$ cat config.mk
export PLATFORM = sky130hd
export DESIGN_NAME = meas_sched
export DESIGN_NICKNAME = d
export VERILOG_FILES = /design/src/rtl/meas_sched.sv
export SDC_FILE = /design/constraint.sdc
export NUM_CORES = 1
export LEC_CHECK = 0
export BUFFER_PORTS_ARGS = -buffer_cell sky130_fd_sc_hd__buf_4
export CORE_MARGIN = 2
export CORE_UTILIZATION = 57
export DETAILED_ROUTE_END_ITERATION = 12
export GPL_TIMING_DRIVEN = 0
export PLACE_DENSITY = 0.86
export SYNTH_ARGS = -nofsm -noshare
export SYNTH_HDL_FRONTEND = slang
export SYNTH_SLANG_ARGS = --single-unit
export TNS_END_PERCENT = 50
$ cat constraint.sdc
create_clock -name clk_sys -period 3.5 [get_ports clk_sys]
set_input_delay 0.175 -clock clk_sys [delete_from_list [all_inputs] [get_ports clk_sys]]
set_output_delay 0.175 -clock clk_sys [all_outputs]
set_load 0.05 [all_outputs]
$ cat src/rtl/meas_sched.sv
// Measurement scheduler: arbitrates key, host and periodic auto requests, fires the
// measurement engine one request at a time, supervises completion with a timeout and
// keeps the engine quiet for a fixed gap after every measurement.
module meas_sched #(
    parameter int unsigned DW             = 16,
    parameter int unsigned TIMEOUT_US     = 38000,
    parameter int unsigned GAP_US         = 10000,
    parameter int unsigned AUTO_PERIOD_US = 100000
) (
    input  logic          clk_sys,
    input  logic          rst,
    input  logic          pluse_us,
    input  logic          key_req,
    input  logic          host_req,
    input  logic          auto_en,
    output logic          fire_measure,
    input  logic          done_measure,
    input  logic          err_measure,
    input  logic [DW-1:0] data_measure,
    output logic          busy,
    output logic [DW-1:0] result,
    output logic          result_vld,
    output logic [1:0]    result_src,
    output logic [1:0]    status,
    output logic [7:0]    meas_cnt
);

    // One shared µs counter serves both the WAIT timeout and the GAP quiet time.
    localparam int unsigned TmrMax = (TIMEOUT_US > GAP_US) ? TIMEOUT_US : GAP_US;
    localparam int unsigned TmrW   = $clog2(TmrMax + 1);
    localparam int unsigned AutoW  = $clog2(AUTO_PERIOD_US + 1);

    localparam logic [TmrW-1:0]  TimeoutVal = TmrW'(TIMEOUT_US);
    localparam logic [TmrW-1:0]  GapVal     = TmrW'(GAP_US);
    localparam logic [AutoW-1:0] AutoVal    = AutoW'(AUTO_PERIOD_US);

    localparam logic [1:0] SrcKey  = 2'd1;
    localparam logic [1:0] SrcHost = 2'd2;
    localparam logic [1:0] SrcAuto = 2'd3;

    localparam logic [1:0] StatOk      = 2'd0;
    localparam logic [1:0] StatErr     = 2'd1;
    localparam logic [1:0] StatTimeout = 2'd2;

    typedef enum logic [1:0] {StIdle, StFire, StWait, StGap} state_e;

    state_e          state_q, state_d;
    logic            pend_host_q, pend_host_d;
    logic            pend_key_q, pend_key_d;
    logic            pend_auto_q, pend_auto_d;
    logic [1:0]      grant_q, grant_d;
    logic [TmrW-1:0] tmr_q, tmr_d;
    logic [AutoW-1:0] auto_tmr_q, auto_tmr_d;
    logic [DW-1:0]   result_q, result_d;
    logic [1:0]      status_q, status_d;
    logic [1:0]      src_q, src_d;
    logic [7:0]      cnt_q, cnt_d;
    logic            vld_q, vld_d;
    logic            fire_q;
    logic            busy_q;

    logic            grant_host, grant_key, grant_auto;
    logic            wait_exit;
    logic [TmrW-1:0] tmr_inc;
    logic [AutoW-1:0] auto_inc;

    assign tmr_inc  = tmr_q + TmrW'(1);
    assign auto_inc = auto_tmr_q + AutoW'(1);

    // FSM next state, grant selection, completion bookkeeping and µs counter.
    always_comb begin
        state_d    = state_q;
        grant_d    = grant_q;
        tmr_d      = tmr_q;
        result_d   = result_q;
        status_d   = status_q;
        src_d      = src_q;
        cnt_d      = cnt_q;
        vld_d      = 1'b0;
        grant_host = 1'b0;
        grant_key  = 1'b0;
        grant_auto = 1'b0;
        wait_exit  = 1'b0;

        unique case (state_q)
            StIdle: begin
                if (pend_host_q) begin
                    grant_host = 1'b1;
                    grant_d    = SrcHost;
                    state_d    = StFire;
                end else if (pend_key_q) begin
                    grant_key = 1'b1;
                    grant_d   = SrcKey;
                    state_d   = StFire;
                end else if (pend_auto_q) begin
                    grant_auto = 1'b1;
                    grant_d    = SrcAuto;
                    state_d    = StFire;
                end
            end
            StFire: begin
                tmr_d   = '0;
                state_d = StWait;
            end
            StWait: begin
                if (pluse_us) begin
                    tmr_d = tmr_inc;
                end
                // Error beats done, and any engine response beats the timeout.
                if (err_measure) begin
                    status_d  = StatErr;
                    wait_exit = 1'b1;
                end else if (done_measure) begin
                    status_d  = StatOk;
                    result_d  = data_measure;
                    wait_exit = 1'b1;
                end else if (pluse_us && (tmr_inc == TimeoutVal)) begin
                    status_d  = StatTimeout;
                    wait_exit = 1'b1;
                end
                if (wait_exit) begin
                    state_d = StGap;
                    tmr_d   = '0;
                    vld_d   = 1'b1;
                    src_d   = grant_q;
                    cnt_d   = cnt_q + 8'd1;
                end
            end
            StGap: begin
                if (pluse_us) begin
                    if (tmr_inc == GapVal) begin
                        state_d = StIdle;
                        tmr_d   = '0;
                    end else begin
                        tmr_d = tmr_inc;
                    end
                end
            end
            default: state_d = StIdle;
        endcase
    end

    // Pending request flags and the auto-request period timer.
    always_comb begin
        // A request arriving while its flag is set (even in the grant cycle) is merged.
        pend_host_d = grant_host ? 1'b0 : (pend_host_q | host_req);
        pend_key_d  = grant_key ? 1'b0 : (pend_key_q | key_req);
        pend_auto_d = pend_auto_q;
        auto_tmr_d  = auto_tmr_q;

        if (!auto_en) begin
            auto_tmr_d  = '0;
            pend_auto_d = 1'b0;
        end else begin
            pend_auto_d = grant_auto ? 1'b0 : pend_auto_q;
            if (pluse_us) begin
                if (auto_inc == AutoVal) begin
                    auto_tmr_d  = '0;
                    pend_auto_d = 1'b1;
                end else begin
                    auto_tmr_d = auto_inc;
                end
            end
        end
    end

    // State and output registers with synchronous reset.
    always_ff @(posedge clk_sys) begin
        if (rst) begin
            state_q     <= StIdle;
            pend_host_q <= 1'b0;
            pend_key_q  <= 1'b0;
            pend_auto_q <= 1'b0;
            grant_q     <= 2'd0;
            tmr_q       <= '0;
            auto_tmr_q  <= '0;
            result_q    <= '0;
            status_q    <= 2'd0;
            src_q       <= 2'd0;
            cnt_q       <= 8'd0;
            vld_q       <= 1'b0;
            fire_q      <= 1'b0;
            busy_q      <= 1'b0;
        end else begin
            state_q     <= state_d;
            pend_host_q <= pend_host_d;
            pend_key_q  <= pend_key_d;
            pend_auto_q <= pend_auto_d;
            grant_q     <= grant_d;
            tmr_q       <= tmr_d;
            auto_tmr_q  <= auto_tmr_d;
            result_q    <= result_d;
            status_q    <= status_d;
            src_q       <= src_d;
            cnt_q       <= cnt_d;
            vld_q       <= vld_d;
            fire_q      <= (state_d == StFire);
            busy_q      <= (state_d != StIdle);
        end
    end

    assign fire_measure = fire_q;
    assign busy         = busy_q;
    assign result       = result_q;
    assign result_vld   = vld_q;
    assign result_src   = src_q;
    assign status       = status_q;
    assign meas_cnt     = cnt_q;

endmodule
# Word level (Yosys, flattened, before mapping)
# Index checks and enable logic that the tools add are counted.
totals:
  wordCells: 82
  output_inout_bits: 31
  inputBits: 24
  regBits: 71
op_classes:
  mux: 36
  n_reduce_logical: 15
  eq_ne: 9
  n_bitwise: 5
  add_sub_neg: 3
ops:
  columns: ["operator", "count"]
  rows:
  - ["$mux 16", 4]
  - ["$pmux 16 s3", 1]
  - ["$mux 2", 12]
  - ["$add 17x1->17 const B", 1]
  - ["$eq 17x17->1 const B", 1]
  - ["$mux 1", 17]
  - ["$mux 17", 1]
  - ["$add 16x1->16 const B", 1]
  - ["$eq 16x14->1 const B", 1]
  - ["$eq 16x16->1 const B", 1]
  - ["$reduce_bool 3->1", 3]
  - ["$add 8x1->8 const B", 1]
  - ["$pmux 2 s4", 1]
  - ["$reduce_or 2->1", 4]
  - ["$reduce_and 2->1", 3]
  - ["$reduce_and 3->1", 2]
  - ["$eq 2x1->1 const B", 2]
  - ["$eq 2x2->1 const B", 2]
  - ["$ne 3x3->1 const B", 1]
  - ["$not 1->1", 3]
  - ["$logic_not 2->1", 1]
  - ["$ne 2x2->1 const B", 1]
  - ["$or 1x1->1", 2]
  - ["$reduce_bool 2->1", 1]
  - ["$logic_and 1x1->1", 1]

# Logic depth before layout (Yosys ltp)
# Gate-level depths: netlist of the first run.
depth:
  ltp_word: 10
  ltp_mapped: 10
  ltp_nobuf: 8

# Worst setup path after synthesis of the first run
# No wires, ideal clock.
synth_timing:
  path_kind: "flip-flop to flip-flop"
  startpoint: "reg tmr_q[0]"
  endpoint: "reg tmr_q[13]"
  setup_ns: 0.079
  arrival_ns: 2.675
  required_time_ns: 3.421
  setup_slack_ns: 0.746
  path_buffers: 2
  path_stages_with_launch: 11
  synth_period_minus_slack_ns: 2.754
  path_cell_list: "dfxtp_1 > ha_1 > buf_2 > nand3_1 > or2_2 > o311ai_1 > nor4_4 > a311oi_1 > clkbuf_1 > nand2_1 > o211ai_1"
synth_between:
  elab_chain_cells: 9
  elab_cells_between_ends: 15
  classes_between: "add/sub: 1; eq/ne: 3; mux: 9; reduce/logical: 2"
synth_lines:
  columns: ["element", "line_no", "text"]
  rows:
  - ["from (decl)", "52", "logic [TmrW-1:0] tmr_q, tmr_d;"]
  - ["from (signal assigned)", "190", "tmr_q <= tmr_d;"]
  - ["$add 16x1->16 (*)", "67", "assign tmr_inc = tmr_q + TmrW'(1);"]
  - ["$eq 16x16->1", "117", "end else if (pluse_us && (tmr_inc == TimeoutVal)) begin"]
  - ["$logic_and 1x1->1", "117", null]
  - ["$mux 1", "117", null]
  - ["$mux 1", "113", "end else if (done_measure) begin"]
  - ["$mux 1", "110", "if (err_measure) begin"]
  - ["$mux 1", "85", "unique case (state_q)"]
  - ["$ne 3x3->1 (no source line) / $mux 16 (equally long branches)", null, null]
  - ["$reduce_and 3->1 (no source line) / $pmux 16 s3 (equally long branches)", null, null]
# Mark *: on every way between the ends. The rest lies on a longest branch, timed or not. The select of a mux whose other input is x is not followed.
# A chain may end at the register's enable or synchronous reset.

# Worst setup path after layout of the first run
layout_timing:
  startpoint: "reg tmr_q[0]"
  endpoint: "reg tmr_q[12]"
# The elaborated chain is that of the path after synthesis.

==> summary.txt, run 1 <==
Floorplan
  • Die footprint: slightly above 7000 sq um
  • Initial Util: 58.7%
  • Core ar.: ~6300 sq um
  • Die Width: 84.9 microns
  • Vert. Die Dim: 84.9 microns
  • I/O pin total: 55
  • Row cnt: 29

Route
  • Wire length on met2: roughly 4500 microns
  • Post-DR wirelength/cell: 14.9 microns
  • Vias: 3779
  • DR top layer: met4
  • Vias per inst: 6.03
  • Remaining DRCs: 0
  • DR pass1 iterations: 5
  • WL final: 9360 microns
  • Met3 routed WL: 649 microns
  • Antenna Nets Post-Route: 0
  • Met1 wire length: 4030 microns
  • 1st-iter DRT viols: 371

Clock tree
  • Hold Buf Count CTS: 0
  • Worst-path clk slew: ~0.09 ns
  • Clk_lat worst skew: 0.36 ns
  • Clock Sinks: 71
  • CTS buffer count: 9
  • CTS tree: done
  • Root buf cell: clkbuf_8
  • Clk buf depth: 2
  • # H-tree levels: 3

Pwr
  • Post-layout power: 2.02 mW
  • Max IR drop VDD: 577 uV
  • Pwr dens: 456 nW/um^2
  • P_leak: 1.58 nW

Yosys
  • Leading area contributor after synthesis: dfxtp_1
  • Commonest cells in the netlist: nand2_1 (75), dfxtp_1 (71), a21oi_1 (37)
  • Async set-reset flop share out of synthesis: 0%
  • Distinct cell type count after synthesis: 57
  • Count leader, synth: nand2_1
  • Synth Area per Inst: approximately 7.8 sq um
  • Post-synthesis register bit count: a little over 70
  • Syn_nets: 510
  • Number of synthesized flops with an enable pin: 0
  • Synth top area cells: dfxtp_1 (38%), nand2_1 (7.6%), a21oi_1 (5.0%), nand3_1 (3.6%), nor2_1 (3.1%)
  • Main synth FF type: dfxtp_1
  • Post-synthesis sequential area ratio: about two fifths
  • Post-synth top area share: 38.1%
  • Yosys warns: 0
  • Gate Count Post-Synth: 480
  • Synth Cell Area: 3730 sq um

Global routing
  • Pin count of the biggest net entering global routing: 15
  • Initial antenna violation count: 0
  • Global-route wire length before repair: ~16000 microns
  • GRT Overall Usage: 26.7%
  • Remaining global-route overflow: 0
  • Vias in the first global route: approximately 3400

STA
  • Final min period: 3.26 ns
  • Setup Viol. Count Final: 0
  • WHS: roughly 0.052 ns
  • Max Fclk: around 0.31 GHz
  • RSZ-0062 raised after global routing: no
  • Hold Fails Final Rpt: 0
  • Final Slew Violations: 0
  • Slew @ Worst Pin: 1.01 ns
  • Skew final: roughly 0.012 ns
  • Post-route setup slack: 0.245 ns
  • Setup TNS: 0 ns
  • Slew headroom: 32.1%
  • Final period utilization: 93.0%

Placed design
  • Cell Count Post-Placement: between 600 and 700
  • I/O Buffers: 54
  • DP HPWL: around 6600 microns
  • Setup slack at placement: 0.0415 ns
  • Global placement routability congestion: 0.888
  • Placed Area: 4230 sq um

Final layout
  • Antenna Cells: 0
  • Final core occ: 69.8%
  • Final instance area: 4430 sq um
  • Final net count: 575
  • Layout cells sized above 1: 17.1%
  • Synth-to-layout area growth: 18.9%
  • Post-Layout Cell Count: 627
  • Filler instances: 469

Hold path
  • Hold Path Class: input port to flop

Critical path
  • CP max-delay cell: dfxtp_1
  • Slowest stage delay, CP: about 0.47 ns
  • Crit path buf inv count: 2
  • CP top delay family: compound AO/OA/AOI/OAI gates
  • Worst setup EP type: flop
  • Arrival time at the worst endpoint: ~3.5 ns
  • Worst setup SP type: flop
  • Crit-path cells: ha_1, buf_2, nand3_2, or2_2, o311ai_2, nor4_4, o311ai_0, clkbuf_1, nand3b_1, a31oi_1
  • WS Path Type: flop to flop
  • Worst endpoint required time: 3.78 ns
  • Crit Path Max Fanout: 10

Run status
  • Outcome: complete, no violations

Job
  • Maxcap violations: 0
-- cell families (layout without fill, tap and decap cells) --
logic type / count (synthesis) / count (layout) / share of synthesized area (%)
flip-flops: 71 / 71 / 38.1
multiplexers: 4 / 4 / 1.28
buffers and inverters: 53 / 123 / 5.57
AND/OR/NAND/NOR: 213 / 213 / 29.1
XOR/XNOR: 18 / 18 / 4.23
adder cells (fa/ha/maj): 6 / 6 / 2.01
AO/OA/AOI/OAI: 115 / 115 / 19.6
-- area by class of cell --
| cell class | instances | area [sq um] | share of cell area, % |
|---|---|---|---|
| Inverter | 21 | 78.8 | 1.78 |
| Tap cell | 77 | 96.3 | 2.17 |
| Clock inverter | 7 | 50.0 | 1.13 |
| Buffer | 32 | 130 | 2.94 |
| Sequential cell | 71 | 1420 | 32.1 |
| Clock buffer | 9 | 124 | 2.80 |
| Multi-Input combinational cell | 356 | 2120 | 48.0 |
| Timing Repair Buffer | 54 | 405 | 9.15 |
-- sequential cells by signal (all words and copies together) (netlist names) --
register	flops
result_vld	1
pend_auto_q	1
pend_key_q	1
state_q	2
fire_measure	1
pend_host_q	1
auto_tmr_q	17
tmr_q	16
result	16
meas_cnt	8
status	2
busy	1
result_src	2
grant_q	2
-- metal layers --
layer	GRT usage (%)	vias to the layer above
li1	-	1867
met1	34.2	1751
met2	43.8	146
met3	6.81	15
met4	9.96	0
met5	0	-
-- report_power, final --
part | switching (mW) | total, mW | internal, mW
registers | 0.0404 | 0.903 | 0.863
logic | 0.358 | 0.519 | 0.161
clock network | 0.336 | 0.599 | 0.263
-- layout by cell type, fill, tap and decap left out, types with 3 or more instances in the layout --
cell / count
inv_1: 21
nand2b_1: 7
o31ai_1: 5
or4_1: 4
xnor2_1: 9
a2111oi_0: 3
and4_1: 4
and2_1: 4
buf_2: 7
dfxtp_1: 71
and3_1: 3
nor2_1: 31
o21a_1: 3
nand4_1: 15
nand2_1: 75
a21oi_1: 37
or3_1: 6
o211ai_1: 4
nor4_1: 5
a31oi_1: 17
nand3b_1: 8
nor3_1: 8
o21ai_0: 18
or2_2: 5
ha_1: 6
a221oi_1: 3
nand3_1: 26
clkbuf_1: 22
nand4b_1: 3
clkbuf_8: 9
buf_4: 54
o311ai_0: 4
inv_6: 4
clkinv_2: 3
o22ai_1: 6
xor2_1: 9
-- worst paths after layout --
check	from	endpoint	slack (ns)	cells past startpoint
min	data_measure[6]	result[6]$_SDFFE_PP0P_	0.05	3
max reg2reg	tmr_q[0]$_SDFFE_PP0P_	tmr_q[12]$_SDFFE_PP0P_	0.24	10
max	tmr_q[0]$_SDFFE_PP0P_	tmr_q[12]$_SDFFE_PP0P_	0.24	10
min reg2reg	result[0]$_SDFFE_PP0P_	result[0]$_SDFFE_PP0P_	0.46	2
-- tightest hold or removal path, cell delays in order --
cell and delay [ns]:
buf_4 0.11, nand2_1 0.04, a21oi_1 0.05
-- what timing repair did --
| item | CTS | global route |
|---|---|---|
| endpoints found under the setup margin | 0 | 26 |
| setup buffers | 0 | 0 |
| resized for setup | 0 | 6 |
No activity file was read; power rests on OpenSTA's default activity.
==> run 2, diff against run 1 <==
Settings changed: CORE_MARGIN 2 to unset, HOLD_SLACK_MARGIN set to 0.08, PLACE_DENSITY 0.86 to 0.77.
==> summary.txt, run 2 (synthesized netlist as in run 1, its figures left out) <==
STA
  • Final min period: 3.21 ns (was 3.26 ns)
  • Hold Fails Final Rpt: 0 (unchanged)
  • WHS: 0.0797 ns (was 0.0524 ns)
  • Setup TNS: 0 ns (unchanged)
  • Max Fclk: 0.312 GHz (was 0.307 GHz)
  • Slew headroom: 39.7% (was 32.1%)
  • Slew @ Worst Pin: 0.896 ns (was 1.01 ns)
  • Post-route setup slack: 0.290 ns (was 0.245 ns)
  • Setup Viol. Count Final: 0 (unchanged)
  • Skew final: 0.00825 ns (was 0.0116 ns)
  • Final period utilization: 91.7% (was 93.0%)
  • RSZ-0062 raised after global routing: no (unchanged)
  • Final Slew Violations: 0 (unchanged)

Critical path
  • Worst setup SP type: flop (unchanged)
  • Arrival time at the worst endpoint: 3.48 ns (was 3.53 ns)
  • Crit Path Max Fanout: 10 (unchanged)
  • WS Path Type: flop to flop (unchanged)
  • Crit path buf inv count: 2 (unchanged)
  • Worst endpoint required time: 3.77 ns (was 3.78 ns)
  • Crit-path cells: ha_1, buf_2, nand3_1, or2_2, o21a_1, o211a_1, a311oi_1, clkbuf_2, nand2_1, o211ai_1 (was ha_1, buf_2, nand3_2, or2_2, o311ai_2, nor4_4, o311ai_0, clkbuf_1, nand3b_1, a31oi_1)
  • Slowest stage delay, CP: 0.46 ns (was 0.47 ns)
  • Worst setup EP type: flop (unchanged)
  • CP max-delay cell: dfxtp_1 (unchanged)
  • CP top delay family: compound AO/OA/AOI/OAI gates (unchanged)

Clock tree
  • Worst-path clk slew: 0.08 ns (was 0.09 ns)
  • # H-tree levels: 3 (unchanged)
  • Clk buf depth: 2 (unchanged)
  • # Post-CTS Setup Buffers: 0 (unchanged)
  • CTS buffer count: 9 (unchanged)
  • Clk_lat worst skew: 0.34 ns (was 0.36 ns)
  • CTS tree: done (unchanged)
  • Clock Sinks: 71 (unchanged)
  • Root buf cell: clkbuf_8 (unchanged)

Floorplan
  • Vert. Die Dim: 82.9 microns (was 84.9 microns)
  • I/O pin total: 55 (unchanged)
  • Row cnt: 29 (unchanged)
  • Die footprint: 6860 sq um (was 7200 sq um)
  • Initial Util: 59.0% (was 58.7%)
  • Core ar.: 6310 sq um (was 6350 sq um)
  • Die Width: 82.9 microns (was 84.9 microns)

Route
  • Remaining DRCs: 0 (unchanged)
  • DR pass1 iterations: 4 (was 5)
  • Vias per inst: 5.90 (was 6.03)
  • Vias: 3777 (was 3779)
  • WL final: 9230 microns (was 9360 microns)
  • Post-DR wirelength/cell: 14.4 microns (was 14.9 microns)
  • 1st-iter DRT viols: 259 (was 371)
  • Antenna Nets Post-Route: 0 (unchanged)

Global routing
  • Global-route wire length before repair: 15800 microns (was 15700 microns)
  • Pin count of the biggest net entering global routing: 13 (was 15)
  • Vias in the first global route: 3549 (was 3429)
  • Initial antenna violation count: 0 (unchanged)
  • Remaining global-route overflow: 0 (unchanged)
  • GRT Overall Usage: 27.5% (was 26.7%)

Pwr
  • Max IR drop VDD: 319 uV (was 577 uV)
  • Pwr dens: 456 nW/um^2 (about the same)
  • Internal: 1.38 mW (was 1.29 mW)
  • Clock share of power: 31.8% (was 29.6%)
  • Seq pwr share: 43.3% (was 44.7%)
  • NetSw: 0.705 mW (was 0.734 mW)
  • Switching share of power: 33.8% (was 36.3%)
  • P_leak: 1.65 nW (was 1.58 nW)
  • Comb pwr share: 24.9% (was 25.7%)

Final layout
  • Max reg flops: 17 (unchanged)
  • Final core occ: 72.6% (was 69.8%)
  • Top reg by flops: auto_tmr_q (unchanged)
  • Most common cell after layout, fill and taps aside: nand2_1 (unchanged)
  • Layout cells sized above 1: 16.7% (was 17.1%)
  • Final net count: 588 (was 575)
  • Synth-to-layout area growth: 23.0% (was 18.9%)
  • Antenna Cells: 0 (unchanged)
  • Final instance area: 4580 sq um (was 4430 sq um)
  • Commonest cells after routing, fill and taps aside: nand2_1 (75), dfxtp_1 (71), buf_4 (54), a21oi_1 (37), nor2_1 (31) (unchanged)

Run status
  • Outcome: complete, no violations (unchanged)

Placed design
  • Placed Area: 4230 sq um (unchanged)
  • DP HPWL: 6300 microns (was 6580 microns)
  • I/O Buffers: 54 (unchanged)
  • Global placement routability congestion: 0.901 (was 0.888)
  • Setup slack at placement: 0.201 ns (was 0.0415 ns)

Hold path
  • Hold Path Class: input port to flop (unchanged)

Job
  • Maxcap violations: 0 (unchanged)
==> run 2: changes by cell type in the layout (fill, tap and decap cells not counted) <==
| cell | before | now |
|---|---|---|
| clkbuf_1 | 22 | 21 |
| clkinv_2 | 3 | 2 |
| o311ai_0 | 4 | 2 |
| clkbuf_2 | 1 | 3 |
| clkinvlp_4 | 0 | 1 |
| dlygate4sd3_1 | 0 | 13 |
| inv_6 | 4 | 1 |
| clkbuf_8 | 9 | 10 |
| nand3_2 | 2 | 1 |
| nand3_1 | 26 | 27 |
| o311ai_1 | 0 | 2 |
| bufinv_16 | 0 | 1 |
==> run 2: layout make-up <==
cell class                      count  area (sq um)
Timing Repair Buffer               67           536
Clock inverter                      5          56.3
Fill cell                         509          1730
Multi-Input combinational cell    356          2120
Clock buffer                       11           141
Inverter                           21          78.8
Tap cell                           77          96.3
Sequential cell                    71          1420
Buffer                             32           133
==> run 2: worst reg2reg max path: cells and delay by family (launching register included) <==
family | cells | cell delay, ns
AOI/OAI and AO/OA | 4 | 1.03
and+or+nand+nor | 3 | 0.96
buffers and inverters | 2 | 0.49
DFF | 1 | 0.46
adders and majority gates | 1 | 0.19
==> run 2: worst paths after layout <==
check                                              end  slack (ns)  cells after the start                   start
worst max register to register  tmr_q[13]$_SDFFE_PP0P_        0.29                     10   tmr_q[0]$_SDFFE_PP0P_
worst min-delay path            result[5]$_SDFFE_PP0P_        0.08                      3         data_measure[5]
worst max-delay path            tmr_q[13]$_SDFFE_PP0P_        0.29                     10   tmr_q[0]$_SDFFE_PP0P_
worst min register to register  result[1]$_SDFFE_PP0P_        0.46                      2  result[1]$_SDFFE_PP0P_
==> run 2: routing by layer <==
layer | up-vias | share of wire (%) | global-route usage (%)
li1 | 1887 | - | -
met1 | 1747 | 45 | 34.8
met2 | 130 | 47 | 46.1
met3 | 13 | 6.6 | 6.36
met4 | 0 | 1.3 | 9.25
met5 | - | 0 | 0
==> run 2: what timing repair did <==
item / in CTS / in global routing
resized for setup: 0 / 11
hold endpoints to repair: 13 / 0
endpoints found under the setup margin: 0 / 15
hold buffers: 13 / 0
==> run 2: through the flow <==
step | cells | power [mW]
after floorplan | 480 | 1.27
after global placement | 611 | 1.42
after detailed placement | 611 | 1.43
after CTS | 640 | 2.09
after global routing | 640 | 2.19
final | 640 | 2.09
==> run 2: power by group through the flow <==
stage	Sequential [mW]	Clock [mW]	Combinational [mW]
after floorplan	1.03	0	0.242
after global placement	0.921	0	0.496
after detailed placement	0.921	0	0.504
after CTS	0.903	0.673	0.517
after global routing	0.910	0.715	0.569
final	0.904	0.665	0.519
